==> config.mk <==
export PLATFORM = sky130hd
export DESIGN_NAME = mem_arbiter
export DESIGN_NICKNAME = d
export VERILOG_FILES = /design/src/rtl/mem_arbiter.sv
export SDC_FILE = /design/constraint.sdc
export NUM_CORES = 1
export LEC_CHECK = 0
export CAP_MARGIN = 5
export CORE_MARGIN = 5
export CORE_UTILIZATION = 34
export DETAILED_ROUTE_END_ITERATION = 8
export HOLD_SLACK_MARGIN = 0.1
export PLACE_DENSITY = 0.79
export SLEW_MARGIN = 20
export SYNTH_ARGS = -nofsm -noshare
export SYNTH_HDL_FRONTEND = slang
export SYNTH_SLANG_ARGS = --single-unit
==> constraint.sdc <==
create_clock -name clk -period 1.6 [get_ports clk]
set_input_delay 0.24 -clock clk [delete_from_list [all_inputs] [get_ports clk]]
set_output_delay 0.24 -clock clk [all_outputs]
set_load 0.02 [all_outputs]
==> src/rtl/mem_arbiter.sv <==
// Shares one memory bus between instruction fetch and data access, data first; MEM_ARB_IBUF_EN adds a one-entry fetch buffer.
// Latency: ack in BUS cycle n gives a response in cycle n+1; a buffer hit responds one cycle after IDLE.
// Backpressure: each port stalls while its request is held and its RESP cycle has not arrived.
module mem_arbiter #(
    parameter int ADDR_WIDTH = 32,
    parameter int DATA_WIDTH = 32
) (
    input  logic                  clk,
    input  logic                  rst_n,
    input  logic                  inst_ren,
    input  logic [ADDR_WIDTH-1:0] inst_addr,
    output logic [DATA_WIDTH-1:0] inst_data,
    output logic                  inst_stall,
    input  logic                  mem_ren,
    input  logic                  mem_wen,
    input  logic [ADDR_WIDTH-1:0] mem_addr,
    input  logic [DATA_WIDTH-1:0] mem_dout,
    output logic [DATA_WIDTH-1:0] mem_din,
    output logic                  mem_stall,
    output logic                  bus_req,
    output logic                  bus_we,
    output logic [ADDR_WIDTH-1:0] bus_addr,
    output logic [DATA_WIDTH-1:0] bus_wdata,
    input  logic [DATA_WIDTH-1:0] bus_rdata,
    input  logic                  bus_ack
);

    typedef enum logic [2:0] {
        IDLE   = 3'd0,
        BUS_D  = 3'd1,
        BUS_I  = 3'd2,
        RESP_D = 3'd3,
        RESP_I = 3'd4
    } state_t;

    state_t                state;
    state_t                state_nxt;
    logic                  data_req;
    logic                  grant_d;
    logic                  grant_i;
    logic                  capture;
    logic [DATA_WIDTH-1:0] resp_dat;

    assign data_req   = mem_ren | mem_wen;
    assign inst_stall = inst_ren & (state != RESP_I);
    assign mem_stall  = data_req & (state != RESP_D);
    assign inst_data  = resp_dat;
    assign mem_din    = resp_dat;

`ifdef MEM_ARB_IBUF_EN
    logic                  ibuf_valid;
    logic [ADDR_WIDTH-1:0] ibuf_addr;
    logic [DATA_WIDTH-1:0] ibuf_data;
    logic                  ibuf_hit;
    logic                  take_ibuf;

    assign ibuf_hit = ibuf_valid && (inst_addr == ibuf_addr);
`endif

    always_ff @(posedge clk or negedge rst_n) begin
        if (!rst_n) begin
            state <= IDLE;
        end else begin
            state <= state_nxt;
        end
    end

    always_comb begin
        state_nxt = state;
        grant_d   = 1'b0;
        grant_i   = 1'b0;
        capture   = 1'b0;
`ifdef MEM_ARB_IBUF_EN
        take_ibuf = 1'b0;
`endif
        case (state)
            IDLE: begin
                if (data_req) begin
                    state_nxt = BUS_D;
                    grant_d   = 1'b1;
                end else if (inst_ren) begin
`ifdef MEM_ARB_IBUF_EN
                    if (ibuf_hit) begin
                        state_nxt = RESP_I;
                        take_ibuf = 1'b1;
                    end else begin
                        state_nxt = BUS_I;
                        grant_i   = 1'b1;
                    end
`else
                    state_nxt = BUS_I;
                    grant_i   = 1'b1;
`endif
                end
            end
            BUS_D: begin
                if (bus_ack) begin
                    state_nxt = RESP_D;
                    capture   = 1'b1;
                end
            end
            BUS_I: begin
                if (bus_ack) begin
                    state_nxt = RESP_I;
                    capture   = 1'b1;
                end
            end
            RESP_D:  state_nxt = IDLE;
            RESP_I:  state_nxt = IDLE;
            default: state_nxt = IDLE;
        endcase
    end

    // Bus fields are loaded only on grant, so they stay constant for the whole transaction.
    always_ff @(posedge clk or negedge rst_n) begin
        if (!rst_n) begin
            bus_req   <= 1'b0;
            bus_we    <= 1'b0;
            bus_addr  <= '0;
            bus_wdata <= '0;
        end else if (grant_d) begin
            bus_req   <= 1'b1;
            bus_we    <= mem_wen;
            bus_addr  <= mem_addr;
            bus_wdata <= mem_dout;
        end else if (grant_i) begin
            bus_req   <= 1'b1;
            bus_we    <= 1'b0;
            bus_addr  <= inst_addr;
        end else if (capture) begin
            bus_req   <= 1'b0;
        end
    end

    // A withdrawn request still lands here; the port simply ignores the RESP cycle.
    always_ff @(posedge clk or negedge rst_n) begin
        if (!rst_n) begin
            resp_dat <= '0;
        end else if (capture) begin
            resp_dat <= bus_rdata;
`ifdef MEM_ARB_IBUF_EN
        end else if (take_ibuf) begin
            resp_dat <= ibuf_data;
`endif
        end
    end

`ifdef MEM_ARB_IBUF_EN
    always_ff @(posedge clk or negedge rst_n) begin
        if (!rst_n) begin
            ibuf_valid <= 1'b0;
            ibuf_addr  <= '0;
            ibuf_data  <= '0;
        end else if (capture && (state == BUS_I)) begin
            ibuf_valid <= 1'b1;
            ibuf_addr  <= bus_addr;
            ibuf_data  <= bus_rdata;
        end else if (grant_d && mem_wen && (mem_addr == ibuf_addr)) begin
            ibuf_valid <= 1'b0;
        end
    end
`endif

endmodule

# After elaboration in Yosys (flattened, before gate mapping)
# Cells that the tools add are included.
[word_totals] ff_bits=101 out_inout_bits=132
[op_classes] n_mux=19 bitwise_logic=3 reduce_logical=5 eq_ne=7
[ops] operator="$mux 32" count=2
[ops] operator="$mux 1" count=12
[ops] operator="$mux 3" count=4
[ops] operator="$pmux 3 s3" count=1
[ops] operator="$ne 3x3->1 const B" count=2
[ops] operator="$ne 2x2->1 const B" count=2
[ops] operator="$eq 3x1->1 const B" count=1
[ops] operator="$eq 3x2->1 const B" count=1
[ops] operator="$logic_not 3->1" count=1
[ops] operator="$ne 3x2->1 const B" count=1
[ops] operator="$reduce_and 3->1" count=1
[ops] operator="$reduce_bool 3->1" count=1
[ops] operator="$and 1x1->1" count=2
[ops] operator="$reduce_bool 2->1" count=1
[ops] operator="$reduce_or 2->1" count=1
[ops] operator="$or 1x1->1" count=1

# Longest topological paths before layout
[depth] ltp_word=6 depth_mapped=6

# Worst setup path before layout
# Ideal clock, no wire load.
[synth_path] path_kind="flip-flop to flip-flop" startpoint="register state[1]" endpoint="register bus_wdata[10]" path_stages_with_launch=7 required_ns=1.475 t_arrival_ns=1.505 setup_time_ns=0.125 setup_slack_ns=-0.030 path_cell_list="dfrtp_1 -> buf_6 -> nor3_4 -> nor2b_1 -> buf_4 -> buf_12 -> mux2_4"
[synth_via] elab_chain_len=2
[synth_rtl] element="start, declared" line_no="36" rtl="state_t state;"
[synth_rtl] element="start signal, assigned" line_no="64" rtl="state <= state_nxt;"
[synth_rtl] element="$logic_not 3->1" line_no="76" rtl="case (state)"
[synth_rtl] element="$mux 1" line_no="76"
[synth_rtl] element="end signal, assigned" line_no="125" rtl="bus_wdata <= mem_dout;"
[synth_rtl] element="end, declared" line_no="23" rtl="output logic [DATA_WIDTH-1:0] bus_wdata,"
# Every way passes these cells.
# A chain may end at the register's enable or synchronous reset.

# Worst setup path after layout
[layout_path] startpoint="register state[2]" endpoint="register bus_wdata[31]"
# The elaborated chain is that of the path after synthesis.

==> run_results.csv <==
group,metric,value,unit
run_status,run_status,"finished, final reports clean",
sta,timing.final.setup_violations,0,
worst_setup_path,crit_top_cell,"buf_12",
yosys,synth_top_cell_area_share,57.5,%
sta,layout_worst_path_cycle_share,99.3,%
pwr,p_per_area,2130,nW/µm²
placement,detailed_place_hpwl,10100,µm
worst_setup_path,rr_worst_depth,5,
floorplan,die-height,124,µm
min_path,worstHoldPathType,"input port to asynchronous set/reset pin",
pwr,p_leak,0.00367,µW
floorplan,fp.dieArea,15300,µm²
worst_setup_path,regToRegEndpoint,"bus_wdata[31]",
global_routing,first_global_vias,3778,
yosys,mappedNetlistArea,4390,µm²
sta,post-route-min-period,1.59,ns
final_layout,layout-area-overhead-vs-synth,73.2,%
final_layout,fillerInstances,1013,
worst_setup_path,rrSetupSlack,0.01,ns
worst_setup_path,crit-reg2reg-launch,"state[2]",
final_layout,finish.instance_area,7610,µm²
yosys,syn-instance-count,304,
yosys,synth.yosys.seq_area_share,57.5,%
clocking,cts.clk_slew.worst_paths,0.07,ns
yosys,yosysTopAreaCell,"dfrtp_1",
route,wirelength,14000,µm
worst_setup_path,crit_cells,5,
yosys,ys_ff_latch,101,
final_layout,antenna_cells_inserted,0,
yosys,yosysWarnings,0,
global_routing,groute.usage.overall,17.0,%
clocking,cts_tree,"built",
sta,slew_headroom,59.7,%
worst_setup_path,worstPathArrival,1.81,ns
clocking,clock_tree.buffer_depth,2,
route,post_drt_via_cell_ratio,4.84,
yosys,yosysUniqueCellTypes,28,
global_routing,grt_start_max_net_pins,102,
floorplan,placement_rows,41,
sta,rsz0062_at_grt,"true",
route,drtPass1Iterations,4,
worst_setup_path,crit_fanout,8,
pwr,ir_worst_vdd,995,µV
sta,fin_worst_skew,0.00517,ns
flow_run,maxCapViolations,0,
worst_setup_path,worst-endpoint-required,1.82,ns
floorplan,num_io_pins,266,
placement,buffer_ports.inserted,265,
placement,placed_area,7020,µm²
yosys,mean_post_synth_cell_area,14.5,µm²
worst_setup_path,worst-path-buf-inv,2,
final_layout,post_route_cells_drive_above_1_share,14.1,%
global_routing,wire_length_of_the_first_global_routing_pass,20000,µm
placement,gp_routability_congestion,0.776,
sta,max_slew_violation_count,0,
global_routing,overflow,0,
global_routing,antenna_found_initial,0,
final_layout,layout.core_utilization,60.3,%
floorplan,core,12600,µm²
clocking,clock_tree.htree_level_count,3,
worst_setup_path,timing.critical_path.slowest_cell_delay,0.44,ns
route,ant_nets,0,
sta,tightest_slew,0.605,ns
worst_setup_path,critical-path-top-delay-family,"flip-flops",
worst_setup_path,critical_path.cell_chain,"nor3_4, nor2b_4, buf_12, buf_12, mux2_1",
route,drc,0,
worst_setup_path,slowest_stage,"dfrtp_2",
clocking,tritoncts_num_sinks,101,
sta,timing_hold_violations_final,0,
route,vias,3504,
clocking,clock_latency,0.34,ns
final_layout,nets_finish,682,
floorplan,die_x,124,µm
yosys,synth_nets,438,
worst_setup_path,timing.setup.critical_path_class,"flop to flop",
clocking,clock_buffer_count_from_cts,9,
sta,achievable_clock_frequency,629,MHz
worst_setup_path,timing.critical_path.from_type,"flop",
worst_setup_path,setup.worst_path.end_class,"flop",
route,avg_wl_per_cell,19.3,µm
clocking,cts_root_buf,"clkbuf_16",
yosys,netlist_top_cells_area,"dfrtp_1, mux2_4, mux2_1",
route,drt_first_iter_violations,100,
floorplan,initial_core_utilization,34.8,%
-- placed cells by master (no fill, tap or decap), drive strengths merged --
cell type	count
inv	3
a21boi	1
o22ai	32
buf	21
nor3	1
a211oi	1
xor2	1
nor2b	1
o21bai	1
and3	1
a31oi	1
mux2	64
dlymetal6s2s	66
o31a	1
and4	1
bufinv	1
o21ai	2
a2bb2oi	32
dfrtp	101
dlygate4sd2	22
dlygate4sd3	1
a21oi	2
nor2	2
clkinvlp	1
clkbuf	14
clkinv	2
or3b	1
a22o	1
clkdlybuf4s50	174
-- timing repair --
item	CTS	global route
gates resized for setup	28	72
setup buffers	0	3
gates cloned	0	4
endpoints found under the hold margin	101	0
endpoints found under the setup margin	25	115
hold buffers	1	0
-- worst min-delay path, delay by kind of cell --
| family | cells | cell delay, ns |
|---|---|---|
| buffers and inverters | 3 | 1.00 |
-- cell families after synthesis --
logic type	share of synthesized area (%)
AND/OR/NAND/NOR	1.23
XOR/XNOR	0.199
buffers and inverters	9.60
multiplexers	19.0
AO/OA/AOI/OAI	12.5
flip-flops	57.5
-- power breakdown --
group | switching (µW) | internal, µW
Clock | 919 | 1280
Combinational | 4400 | 4880
Sequential | 846 | 3880
Total | 6170 | 10000
-- through the flow --
| stage | hold slack, ns | setup slack (ns) | TNS [ns] | power, µW | cells |
|---|---|---|---|---|---|
| 6_report | 0.450 | 0.0111 | 0 | 16200 | 724 |
| 3_3_place_gp | 0.341 | -0.173 | -7.00 | 13800 | 701 |
| 3_5_place_dp | 0.351 | -0.211 | -12.11 | 14100 | 701 |
| 2_1_floorplan | -0.0556 | -0.000677 | -0.0203 | 10200 | 304 |
| 4_1_cts | 0.440 | 0.000376 | 0 | 16200 | 717 |
| 5_1_grt | 0.460 | -0.0284 | -0.0454 | 17000 | 724 |
-- layout make-up --
| class | count | area, µm² | share of cell area, % |
|---|---|---|---|
| Multi-Input combinational cell | 146 | 1460 | 19.2 |
| Inverter | 3 | 11.3 | 0.148 |
| Clock inverter | 4 | 47.5 | 0.625 |
| Sequential cell | 101 | 2530 | 33.3 |
| Tap cell | 172 | 215 | 2.83 |
| Timing Repair Buffer | 287 | 3090 | 40.6 |
| Clock buffer | 11 | 253 | 3.32 |
-- registers in the layout, indices dropped and copies added (netlist names) --
register   cells
bus_addr      32
state          3
inst_data     32
bus_we         1
bus_wdata     32
bus_req        1
-- synth_stat cells --
| master | instances |
|---|---|
| dfrtp_1 | 101 |
| mux2_1 | 34 |
| buf_4 | 33 |
| a2bb2oi_1 | 32 |
| o22ai_1 | 32 |
| mux2_4 | 30 |
| clkbuf_1 | 8 |
| buf_2 | 4 |
| buf_6 | 4 |
| buf_12 | 3 |
| inv_1 | 3 |
| a21oi_1 | 2 |
| buf_1 | 2 |
| nor2_1 | 2 |
| a211oi_1 | 1 |
| a21boi_1 | 1 |
| a22o_1 | 1 |
| a31oi_1 | 1 |
| and3_1 | 1 |
| and4_1 | 1 |
| nor2b_1 | 1 |
| nor3_4 | 1 |
| o21ai_0 | 1 |
| o21ai_1 | 1 |
| o21bai_1 | 1 |
| o31a_2 | 1 |
| or3b_1 | 1 |
| xor2_1 | 1 |
-- layer usage --
metal	wire, µm	up-vias	track usage (%)
met2	6990	189	29.3
met4	265	0	7.06
met1	5310	1719	18.8
met5	0	-	0
li1	-	1574	-
met3	1420	22	6.45
-- how the worst max path moves through the flow --
stage                     startpoint  slack, ns       endpoint
after floorplan             state[2]    -0.0007  bus_wdata[10]
after CTS                   state[2]     0.0004   bus_wdata[0]
after global placement      inst_ren      -0.17     inst_stall
after detailed placement     mem_ren      -0.21    bus_addr[6]
final                       state[2]       0.01  bus_wdata[31]
after global routing        state[0]      -0.03  bus_wdata[31]
Power figures use the tool's default switching activity.
